==> config.mk <==
export PLATFORM = sky130hd
export DESIGN_NAME = game_result_ctrl_flat
export DESIGN_NICKNAME = d
export VERILOG_FILES = /design/src/rtl/game_result_if.sv /design/src/rtl/game_result_ctrl.sv /design/src/flat_wrapper.sv
export SDC_FILE = /design/constraint.sdc
export NUM_CORES = 1
export LEC_CHECK = 0
export CAP_MARGIN = 5
export CELL_PAD_IN_SITES_DETAIL_PLACEMENT = 0
export CELL_PAD_IN_SITES_GLOBAL_PLACEMENT = 1
export CORE_MARGIN = 10
export CORE_UTILIZATION = 50
export DETAILED_ROUTE_END_ITERATION = 12
export PLACE_DENSITY_LB_ADDON = 0.12
export SLEW_MARGIN = 30
export SYNTH_ARGS = -nofsm -noshare
export SYNTH_HDL_FRONTEND = slang
export SYNTH_SLANG_ARGS = --single-unit
==> constraint.sdc <==
create_clock -name clk -period 5.65 [get_ports clk]
set_input_delay 1.13 -clock clk [delete_from_list [all_inputs] [get_ports clk]]
set_output_delay 1.13 -clock clk [all_outputs]
set_load 0.05 [all_outputs]
==> src/rtl/game_result_if.sv <==
`default_nettype none
// ============================================================================
// Module      : game_result_if
// Description : Control and result signals of the two-player round-result
//               controller. The master drives the round-control pulses; the
//               slave (the controller) returns the registered result status.
// Revision    : 1.0 - initial release
// ============================================================================
interface game_result_if;
    logic       start;
    logic       hit_p1;
    logic       hit_p2;
    logic       restart;
    logic [1:0] winner_latched;
    logic       game_active;
    logic       game_over;

    modport master (
        output start,
        output hit_p1,
        output hit_p2,
        output restart,
        input  winner_latched,
        input  game_active,
        input  game_over
    );

    modport slave (
        input  start,
        input  hit_p1,
        input  hit_p2,
        input  restart,
        output winner_latched,
        output game_active,
        output game_over
    );
endinterface
`default_nettype wire

==> src/rtl/game_result_ctrl.sv <==
`default_nettype none
// ============================================================================
// Module      : game_result_ctrl
// Description : Round-result controller for a two-player crash game. After the
//               first crash a draw window is open; a crash by the other
//               player inside it is a draw, otherwise the survivor wins. The
//               result is held in OVER for a minimum time before restart.
// Revision    : 1.0 - initial release
// ============================================================================
module game_result_ctrl #(
    parameter int DRAW_WINDOW = 650000,
    parameter int HOLD_CYCLES = 65000000
) (
    input  logic         clk,
    input  logic         rst,
    game_result_if.slave bus
);

    localparam int c_WIN_W  = $clog2(DRAW_WINDOW) + 1;
    localparam int c_HOLD_W = $clog2(HOLD_CYCLES) + 1;

    localparam logic [c_WIN_W-1:0]  c_WIN_LAST = c_WIN_W'(DRAW_WINDOW - 1);
    localparam logic [c_WIN_W-1:0]  c_WIN_ONE  = c_WIN_W'(1);
    localparam logic [c_HOLD_W-1:0] c_HOLD_MAX = c_HOLD_W'(HOLD_CYCLES);
    localparam logic [c_HOLD_W-1:0] c_HOLD_ONE = c_HOLD_W'(1);

    localparam logic [1:0] c_RES_NONE = 2'b00;
    localparam logic [1:0] c_RES_P1   = 2'b01;
    localparam logic [1:0] c_RES_P2   = 2'b10;
    localparam logic [1:0] c_RES_DRAW = 2'b11;

    typedef enum logic [1:0] {
        ST_IDLE   = 2'd0,
        ST_PLAY   = 2'd1,
        ST_WINDOW = 2'd2,
        ST_OVER   = 2'd3
    } state_t;

    state_t              r_state;
    state_t              w_state_nxt;
    logic [c_WIN_W-1:0]  r_win_cnt;
    logic [c_WIN_W-1:0]  w_win_cnt_nxt;
    logic [c_HOLD_W-1:0] r_hold_cnt;
    logic [c_HOLD_W-1:0] w_hold_cnt_nxt;
    logic                r_crashed_p2;     // 1: player 2 crashed first
    logic                w_crashed_p2_nxt;
    logic [1:0]          r_winner;
    logic [1:0]          w_winner_nxt;
    logic                r_active;
    logic                r_over;
    logic                w_opp_hit;
    logic                w_hold_done;

    // A hit from the player who has not yet crashed closes the window as a draw
    assign w_opp_hit   = r_crashed_p2 ? bus.hit_p1 : bus.hit_p2;
    assign w_hold_done = (r_hold_cnt == c_HOLD_MAX);

    // Next-state, counter and result computation for the round FSM
    always_comb begin
        w_state_nxt      = r_state;
        w_win_cnt_nxt    = r_win_cnt;
        w_hold_cnt_nxt   = r_hold_cnt;
        w_crashed_p2_nxt = r_crashed_p2;
        w_winner_nxt     = r_winner;

        case (r_state)
            ST_IDLE: begin
                w_winner_nxt = c_RES_NONE;
                if (bus.start) begin
                    w_state_nxt = ST_PLAY;
                end
            end

            ST_PLAY: begin
                w_winner_nxt = c_RES_NONE;
                if (bus.hit_p1 && bus.hit_p2) begin
                    w_state_nxt    = ST_OVER;
                    w_winner_nxt   = c_RES_DRAW;
                    w_hold_cnt_nxt = '0;
                end else if (bus.hit_p1 || bus.hit_p2) begin
                    w_state_nxt      = ST_WINDOW;
                    w_crashed_p2_nxt = bus.hit_p2;
                    w_win_cnt_nxt    = '0;
                end
            end

            ST_WINDOW: begin
                w_winner_nxt = c_RES_NONE;
                // The opposing hit wins over the timeout, even on the last cycle
                if (w_opp_hit) begin
                    w_state_nxt    = ST_OVER;
                    w_winner_nxt   = c_RES_DRAW;
                    w_hold_cnt_nxt = '0;
                end else if (r_win_cnt == c_WIN_LAST) begin
                    w_state_nxt    = ST_OVER;
                    w_winner_nxt   = r_crashed_p2 ? c_RES_P1 : c_RES_P2;
                    w_hold_cnt_nxt = '0;
                end else begin
                    w_win_cnt_nxt = r_win_cnt + c_WIN_ONE;
                end
            end

            ST_OVER: begin
                if (w_hold_done && bus.restart) begin
                    w_state_nxt      = ST_IDLE;
                    w_winner_nxt     = c_RES_NONE;
                    w_hold_cnt_nxt   = '0;
                    w_win_cnt_nxt    = '0;
                    w_crashed_p2_nxt = 1'b0;
                end else if (!w_hold_done) begin
                    w_hold_cnt_nxt = r_hold_cnt + c_HOLD_ONE;
                end
            end

            default: begin
                w_state_nxt  = ST_IDLE;
                w_winner_nxt = c_RES_NONE;
            end
        endcase
    end

    // State, counters and registered outputs; reset overrides every input
    always_ff @(posedge clk) begin
        if (rst) begin
            r_state      <= ST_IDLE;
            r_win_cnt    <= '0;
            r_hold_cnt   <= '0;
            r_crashed_p2 <= 1'b0;
            r_winner     <= c_RES_NONE;
            r_active     <= 1'b0;
            r_over       <= 1'b0;
        end else begin
            r_state      <= w_state_nxt;
            r_win_cnt    <= w_win_cnt_nxt;
            r_hold_cnt   <= w_hold_cnt_nxt;
            r_crashed_p2 <= w_crashed_p2_nxt;
            r_winner     <= w_winner_nxt;
            r_active     <= (w_state_nxt == ST_PLAY) || (w_state_nxt == ST_WINDOW);
            r_over       <= (w_state_nxt == ST_OVER);
        end
    end

    assign bus.winner_latched = r_winner;
    assign bus.game_active    = r_active;
    assign bus.game_over      = r_over;

endmodule
`default_nettype wire

==> src/flat_wrapper.sv <==
// flat-port wrapper written by rule: the top's interface ports become plain ports
module game_result_ctrl_flat 
#(
    parameter int DRAW_WINDOW = 650000,
    parameter int HOLD_CYCLES = 65000000
)
  (clk, rst, bus_start, bus_hit_p1, bus_hit_p2, bus_restart, bus_winner_latched, bus_game_active, bus_game_over);
  game_result_if bus_i ();
  input  logic clk;
  input  logic rst;
  input wire logic [$bits(bus_i.start)-1:0] bus_start;
  input wire logic [$bits(bus_i.hit_p1)-1:0] bus_hit_p1;
  input wire logic [$bits(bus_i.hit_p2)-1:0] bus_hit_p2;
  input wire logic [$bits(bus_i.restart)-1:0] bus_restart;
  output wire logic [$bits(bus_i.winner_latched)-1:0] bus_winner_latched;
  output wire logic [$bits(bus_i.game_active)-1:0] bus_game_active;
  output wire logic [$bits(bus_i.game_over)-1:0] bus_game_over;
  assign bus_i.start = bus_start;
  assign bus_i.hit_p1 = bus_hit_p1;
  assign bus_i.hit_p2 = bus_hit_p2;
  assign bus_i.restart = bus_restart;
  assign bus_winner_latched = bus_i.winner_latched;
  assign bus_game_active = bus_i.game_active;
  assign bus_game_over = bus_i.game_over;
  game_result_ctrl #(.DRAW_WINDOW(DRAW_WINDOW), .HOLD_CYCLES(HOLD_CYCLES)) u_core (.clk(clk), .rst(rst), .bus(bus_i));
endmodule
==> metrics.md, run 1 <==
| Metric | Value |
|---|---|
| CTS buffer count | 5 |
| Placed insts | 524 |
| Clk_lat worst skew | roughly 310 ps |
| HP Class | reg2reg |
| Pwr Density | around 280 nW/um2 |
| Number of post-CTS setup repair buffers | 0 |
| CP max-delay cell | clkdlybuf4s50_1 |
| Final wirelength | 9580 um |
| Clock tree buffer depth | 2 |
| Final period util | 0.596 |
| Syn nets | between 400 and 500 |
| Root Buffer | clkbuf_8 |
| 1st-pass router iterations | 5 |
| Total track usage | 0.170 |
| Async set or reset register ratio after synthesis | 0 |
| Cell count after synthesis | 451 |
| Tot Pwr | a little over 1000 uW |
| R2r worst-path depth | 7 |
| Gpl congestion | ~0.89 |
| Crit path kind | in2reg |
| First-pass GRT wire length | 16100 um |
| Area growth syn-to-layout | 4.83% |
| Vias post-DR | ~3500 |
| Final min period | between 3000 and 4000 ps |
| Post-cts hold buffer count | 0 |
| Arrival time at the worst endpoint | roughly 3600 ps |
| Status | finished clean |
| Die area | around 11000 um2 |
| R2r endpoint | u_core.r_win_cnt[6]$_SDFFE_PP0P_ |
| Int Power | between 600 and 700 uW |
| Fin nets | 449 |
| Worst flop-to-flop path startpoint | u_core.r_state[0]$_SDFF_PP0_ |
| Synthesis warning total | 0 |
| Die W | roughly 100 um |
| Num rows | 30 |
| Io pins | 10 |
| Crit end category | flip-flop |
| Setup TNS | 0 ps |
| RSZ-0062 raised after global routing | no |
| Seq/Total Area, Yosys | 0.313 |
| Synthesized cell area | approximately 3500 um2 |
| Max Slew Vio Count | 0 |
| Max Fanout on Critical Path | 10 |
| CP peak stage delay | between 500 and 600 ps |
| CTS H-tree lvls | 2 |
| Post_cts resized | 0 |
| Switching share of power | 0.407 |
| Commonest non-fill, non-tap cells in the layout | dfxtp_1, nand2_1, nand3_1 |
| Ratio of cells with drive above 1 in the final layout | 0.0596 |
| Largest net degree at the start of global routing | between 50 and 60 |
| Antenna violations before repair | 0 |
| Startpoint types | input port |
| #FFs+latches synth | 55 |
| CTS tree | done |
| Max Cap Viol | 0 |
| DR DRC count | 0 |
| Post-detail-place hpwl | 6190 um |
| Pleak | about 0.001 uW |
| Clock skew | between 5 and 6 ps |
| Final cell count without fillers | approximately 530 |
| Wire length per cell | between 15 and 20 um |
| Worst hold stages | 2 |
| Crit path launch | bus_hit_p1 |
| Crit path to | u_core.bus.game_active$_SDFF_PP0_ |
| Max Freq | roughly 300 MHz |
| Crit path required time | 5840 ps |
| DRT iter0 DRCs | approximately 330 |
| Worst slew pin tran | about 900 ps |
| Fin. Hold Viols | 0 |
| Yosys cell types | 58 |
| Ant diodes | 0 |
| Most common cell after layout, fill and taps aside | dfxtp_1 |
| Port Buf Inserts | 9 |
| Clock share of power | 0.212 |
| Post-synth EDFFs | 0 |
| Final setup violation count | 0 |
| Flop-to-flop setup slack | between 2000 and 2500 ps |
| Main flop type after synthesis | dfxtp_1 |
| Clk sinks | 55 |
| Grt ovf | 0 |
| Peak supply drop | around 0.14 mV |
| Core Footprint | just under 7000 um2 |
| Max-slew headroom | 0.397 |
| Final ANT Viol Nets | 0 |
| Net Switching | 422 uW |
| Worst-path cell chain | clkdlybuf4s50_1, and3_1, nor4b_1, o21ai_1, nor2_1, a2bb2oi_1, ha_1, nor2b_1 |
| Worst-path clk slew | 100 ps |
| Avg Cell Area, Syn | just under 8 um2 |
| Comb pwr share | 0.391 |
| Sequential share of power | 0.397 |
| Vias in the first global route | about 3000 |
| Die height | 104 um |
| Routed vias/inst | 6.64 |
| Initial Utilization | 0.515 |
==> how the worst min path moves through the flow <==
stage | end | start | slack (ps)
floorplan | u_core.r_hold_cnt[25]$_SDFFE_PP0P_ | u_core.r_hold_cnt[25]$_SDFFE_PP0P_ | 450
global placement | u_core.bus.winner_latched[0]$_SDFFE_PP0P_ | u_core.bus.winner_latched[0]$_SDFFE_PP0P_ | 470
detailed placement | u_core.bus.winner_latched[1]$_SDFFE_PP0P_ | u_core.bus.winner_latched[1]$_SDFFE_PP0P_ | 480
CTS | u_core.bus.winner_latched[1]$_SDFFE_PP0P_ | u_core.bus.winner_latched[1]$_SDFFE_PP0P_ | 490
global route | u_core.bus.winner_latched[1]$_SDFFE_PP0P_ | u_core.bus.winner_latched[1]$_SDFFE_PP0P_ | 520
finish | u_core.bus.winner_latched[1]$_SDFFE_PP0P_ | u_core.bus.winner_latched[1]$_SDFFE_PP0P_ | 490
==> registers in the layout (all words and copies together) (netlist names) <==
signal	count
u_core.r_hold_cnt	27
u_core.r_win_cnt	21
u_core.bus.winner_latched	2
u_core.r_state	2
u_core.bus.game_active	1
u_core.bus.game_over	1
u_core.r_crashed_p2	1
==> critical path, delay by kind of cell <==
family	cells	cell delay [ps]
simple gates	4	1110
fa+ha+maj	1	300
compound gates	2	440
buf+inv	1	570
==> synth_stat cells, types with 9 or more instances <==
| master | n | area [um2] |
|---|---|---|
| and4_1 | 9 | 78.8 |
| a311oi_1 | 13 | 114 |
| clkbuf_1 | 21 | 78.8 |
| o21ai_0 | 26 | 130 |
| a211oi_1 | 11 | 82.6 |
| nor3_1 | 15 | 75.1 |
| a21oi_1 | 16 | 80.1 |
| nor4_1 | 10 | 62.6 |
| a31oi_1 | 27 | 169 |
| inv_1 | 20 | 75.1 |
| dfxtp_1 | 55 | 1100 |
| o32ai_1 | 10 | 87.6 |
| nand2_1 | 34 | 128 |
| nor2_1 | 24 | 90.1 |
| nand4_1 | 19 | 119 |
| buf_2 | 14 | 70.1 |
| nand3_1 | 30 | 150 |
==> power groups by stage <==
stage                     combinational (uW)  sequential (uW)  clock (uW)
after global placement                   399              420           0
after floorplan                          280              436           0
after global routing                     445              413         240
final                                    405              412         220
after CTS                                404              412         227
after detailed placement                 402              420           0
==> metrics by stage <==
step,setup slack [ps],cell area [um2],utilization,hold slack [ps]
final,2280,3690,0.540,487
after global routing,2070,3690,0.540,519
after CTS,2280,3690,0.540,493
after detailed placement,1950,3610,0.528,478
after global placement,2050,3610,0.528,467
after floorplan,2530,3520,-,450
==> metal layers <==
layer | vias to the layer above | global-route usage | wire length [um]
li1 | 1731 | - | -
met5 | - | 0 | 0
met2 | 99 | 0.250 | 4230
met1 | 1688 | 0.256 | 4800
met3 | 12 | 0.0273 | 468
met4 | 0 | 0.0258 | 89
==> cell families (layout without fill, tap and decap cells) <==
| kind of cell | after synthesis | after routing | share of synthesized area |
|---|---|---|---|
| simple gates | 196 | 196 | 0.322 |
| compound gates | 133 | 133 | 0.265 |
| buf+inv | 57 | 42 | 0.0665 |
| flops | 55 | 55 | 0.313 |
| fa+ha+maj | 8 | 8 | 0.0284 |
| xor+xnor | 1 | 1 | 0.00249 |
| mux | 1 | 1 | 0.00320 |
==> layout make-up <==
| type | count | area [um2] |
|---|---|---|
| fillers | 673 | 3140 |
| multi-input cells | 339 | 2190 |
| flip-flops and latches | 55 | 1100 |
| repair buffers | 14 | 123 |
| well taps | 96 | 120 |
| clock buffers | 7 | 76.3 |
| inverters | 20 | 75.1 |
| clock inverters | 1 | 5.00 |
No activity file was read; power rests on OpenSTA's default activity.
==> inputs of run 2 (changes only) <==
--- a/config.mk
+++ b/config.mk
@@ -9,7 +9,7 @@
 export CELL_PAD_IN_SITES_DETAIL_PLACEMENT = 0
 export CELL_PAD_IN_SITES_GLOBAL_PLACEMENT = 1
 export CORE_MARGIN = 10
-export CORE_UTILIZATION = 50
+export CORE_UTILIZATION = 47
 export DETAILED_ROUTE_END_ITERATION = 12
 export PLACE_DENSITY_LB_ADDON = 0.12
 export SLEW_MARGIN = 30
==> constraint.sdc (replaced) <==
create_clock -name clk -period 3.5 [get_ports clk]
set_input_delay 0.7 -clock clk [delete_from_list [all_inputs] [get_ports clk]]
set_output_delay 0.7 -clock clk [all_outputs]
set_load 0.05 [all_outputs]
==> metrics.md, run 2 (synthesized netlist as in run 1, its figures left out) <==
| Metric | Value |
|---|---|
| Num rows | 31 |
| Clock share of power | 0.226 |
| Die height | roughly 110 um |
| Most flops, register | u_core.r_hold_cnt |
| Gpl congestion | 0.874 |
| Clock tree buffer depth | 2 |
| Top Layer Used | met4 |
| Max Fanout on Critical Path | 10 |
| Final ANT Viol Nets | 0 |
| CP max-delay cell | clkdlybuf4s50_1 |
| Post-detail-place hpwl | roughly 6700 um |
| FF+latch area | between 1000 and 1500 um2 |
| # fillers | about 700 |
| Number of post-CTS setup repair buffers | 0 |
| Die area | 11400 um2 |
| Die W | roughly 110 um |
| Startpoint types | input port |
| Metal3 WL | 512 um |
| Ant diodes | 0 |
| Flop-to-flop setup slack | roughly 850 ps |
| Post_cts resized | 0 |
| Pleak | 0.00108 uW |
| CTS buffer count | 5 |
| Max Freq | between 300 and 400 MHz |
| Max Cap Viol | 0 |
| CP top delay family | simple AND/OR/NAND/NOR gates |
| Vias post-DR | about 3600 |
| Fin nets | 459 |
| Wire length per cell | around 18 um |
| Comb pwr share | 0.393 |
| Ratio of cells with drive above 1 in the final layout | 0.0807 |
| Switching share of power | 0.395 |
| Final period util | 0.781 |
| First-pass GRT wire length | 16500 um |
| Clk sinks | between 50 and 60 |
| HP Class | reg2reg |
| Worst-path cell chain | clkdlybuf4s50_1, and3_1, nor4b_1, o21ai_1, buf_4, o311ai_0, o21ai_0 |
| Final setup violation count | 0 |
| Core Footprint | 7250 um2 |
| Worst-path clk slew | around 100 ps |
| Initial Utilization | 0.485 |
| Antenna violations before repair | 0 |
| Setup TNS | 0 ps |
| Multi-input logic area | 2190 um2 |
| Max reg flops | 27 |
| Crit path required time | around 3700 ps |
| Total track usage | 0.172 |
| CTS H-tree lvls | 2 |
| Post-cts hold buffer count | 0 |
| Io pins | 10 |
| Vias in the first global route | 3200 |
| Status | finished clean |
| Clock skew | between 6 and 7 ps |
| Port Buf Inserts | 9 |
| Top Registers | u_core.r_hold_cnt (27), u_core.r_win_cnt (21) |
| M1 WL | slightly below 5000 um |
| Routed vias/inst | ~6.5 |
| Max Slew Vio Count | 0 |
| Fin. Hold Viols | 0 |
| DR DRC count | 0 |
| Clk_lat worst skew | about 310 ps |
| Arrival time at the worst endpoint | between 2000 and 3000 ps |
| Most common cell after layout, fill and taps aside | dfxtp_1 |
| Int Power | approximately 1100 uW |
| RSZ-0062 raised after global routing | no |
| DRT iter0 DRCs | about 230 |
| Max-slew headroom | 0.482 |
| Root Buffer | clkbuf_8 |
| Peak supply drop | 0.189 mV |
| Worst hold slack | around 480 ps |
| Crit end category | flip-flop |
| Final min period | between 2000 and 3000 ps |
| 1st-pass router iterations | 5 |
| Crit path buf inv count | 2 |
| Commonest non-fill, non-tap cells in the layout | dfxtp_1, nand2_1, nand3_1 |
| Pwr Density | ~460 nW/um2 |
| Worst slew pin tran | a little under 800 ps |
| CP peak stage delay | roughly 570 ps |
| Area growth syn-to-layout | 7.57% |
| Final wirelength | 9760 um |
| Grt ovf | 0 |
| Metal2 WL | around 4300 um |
| Sequential share of power | 0.380 |
| CTS tree | done |
| Crit path kind | in2reg |
| Net Switching | ~690 uW |
| Largest net degree at the start of global routing | 33 |
-- run 2: cell types whose count changed in the layout (fill, tap and decap cells not counted) --
cell and delta:
clkinv_2 -1, clkbuf_1 -1, and4_1 +1, buf_4 +10, clkbuf_8 +2, and4_2 -1
-- run 2: stage by stage --
step	util	power [uW]	worst slack (ps)	cell area [um2]	instances
floorplan	-	1160	811	3520	451
global placement	0.508	1370	502	3690	537
detailed placement	0.508	1370	497	3690	537
CTS	0.522	1760	814	3790	545
global route	0.522	1860	571	3790	545
finish	0.522	1750	767	3790	545
-- run 2: final cells by class --
class | count | share of cell area
clock buffer | 8 | 0.0264
inverter | 20 | 0.0198
tap | 99 | 0.0327
sequential | 55 | 0.291
timing repair buffer | 24 | 0.0522
multi-input combinational | 339 | 0.578
-- run 2: worst reg2reg max path, stage by stage (launching register included) --
cell      delay (ps)
dfxtp_1          430
inv_1             90
ha_1             210
buf_4            220
and3b_1          230
nor4b_1          490
o21ai_1          180
buf_4            200
o311ai_0         320
o21ai_0          160
-- run 2: routing by layer --
layer / global-route usage / vias up
li1: - / 1752
met3: 0.0223 / 9
met5: 0 / -
met2: 0.250 / 110
met1: 0.259 / 1693
met4: 0.0426 / 0
-- run 2: final timing paths --
path	cells after the start	startpoint	end
hold / removal	2	u_core.bus.winner_latched[1]$_SDFFE_PP0P_	u_core.bus.winner_latched[1]$_SDFFE_PP0P_
setup reg to reg	9	u_core.r_state[0]$_SDFF_PP0_	u_core.r_win_cnt[10]$_SDFFE_PP0P_
hold reg to reg	2	u_core.bus.winner_latched[1]$_SDFFE_PP0P_	u_core.bus.winner_latched[1]$_SDFFE_PP0P_
setup / recovery	7	bus_hit_p1	u_core.r_win_cnt[10]$_SDFFE_PP0P_
-- run 2: power groups by stage --
stage | Sequential (uW) | Combinational, uW | Clock [uW]
5_1_grt | 671 | 760 | 429
2_1_floorplan | 704 | 452 | 0
4_1_cts | 667 | 691 | 405
3_5_place_dp | 681 | 684 | 0
6_report | 666 | 689 | 397
3_3_place_gp | 682 | 692 | 0
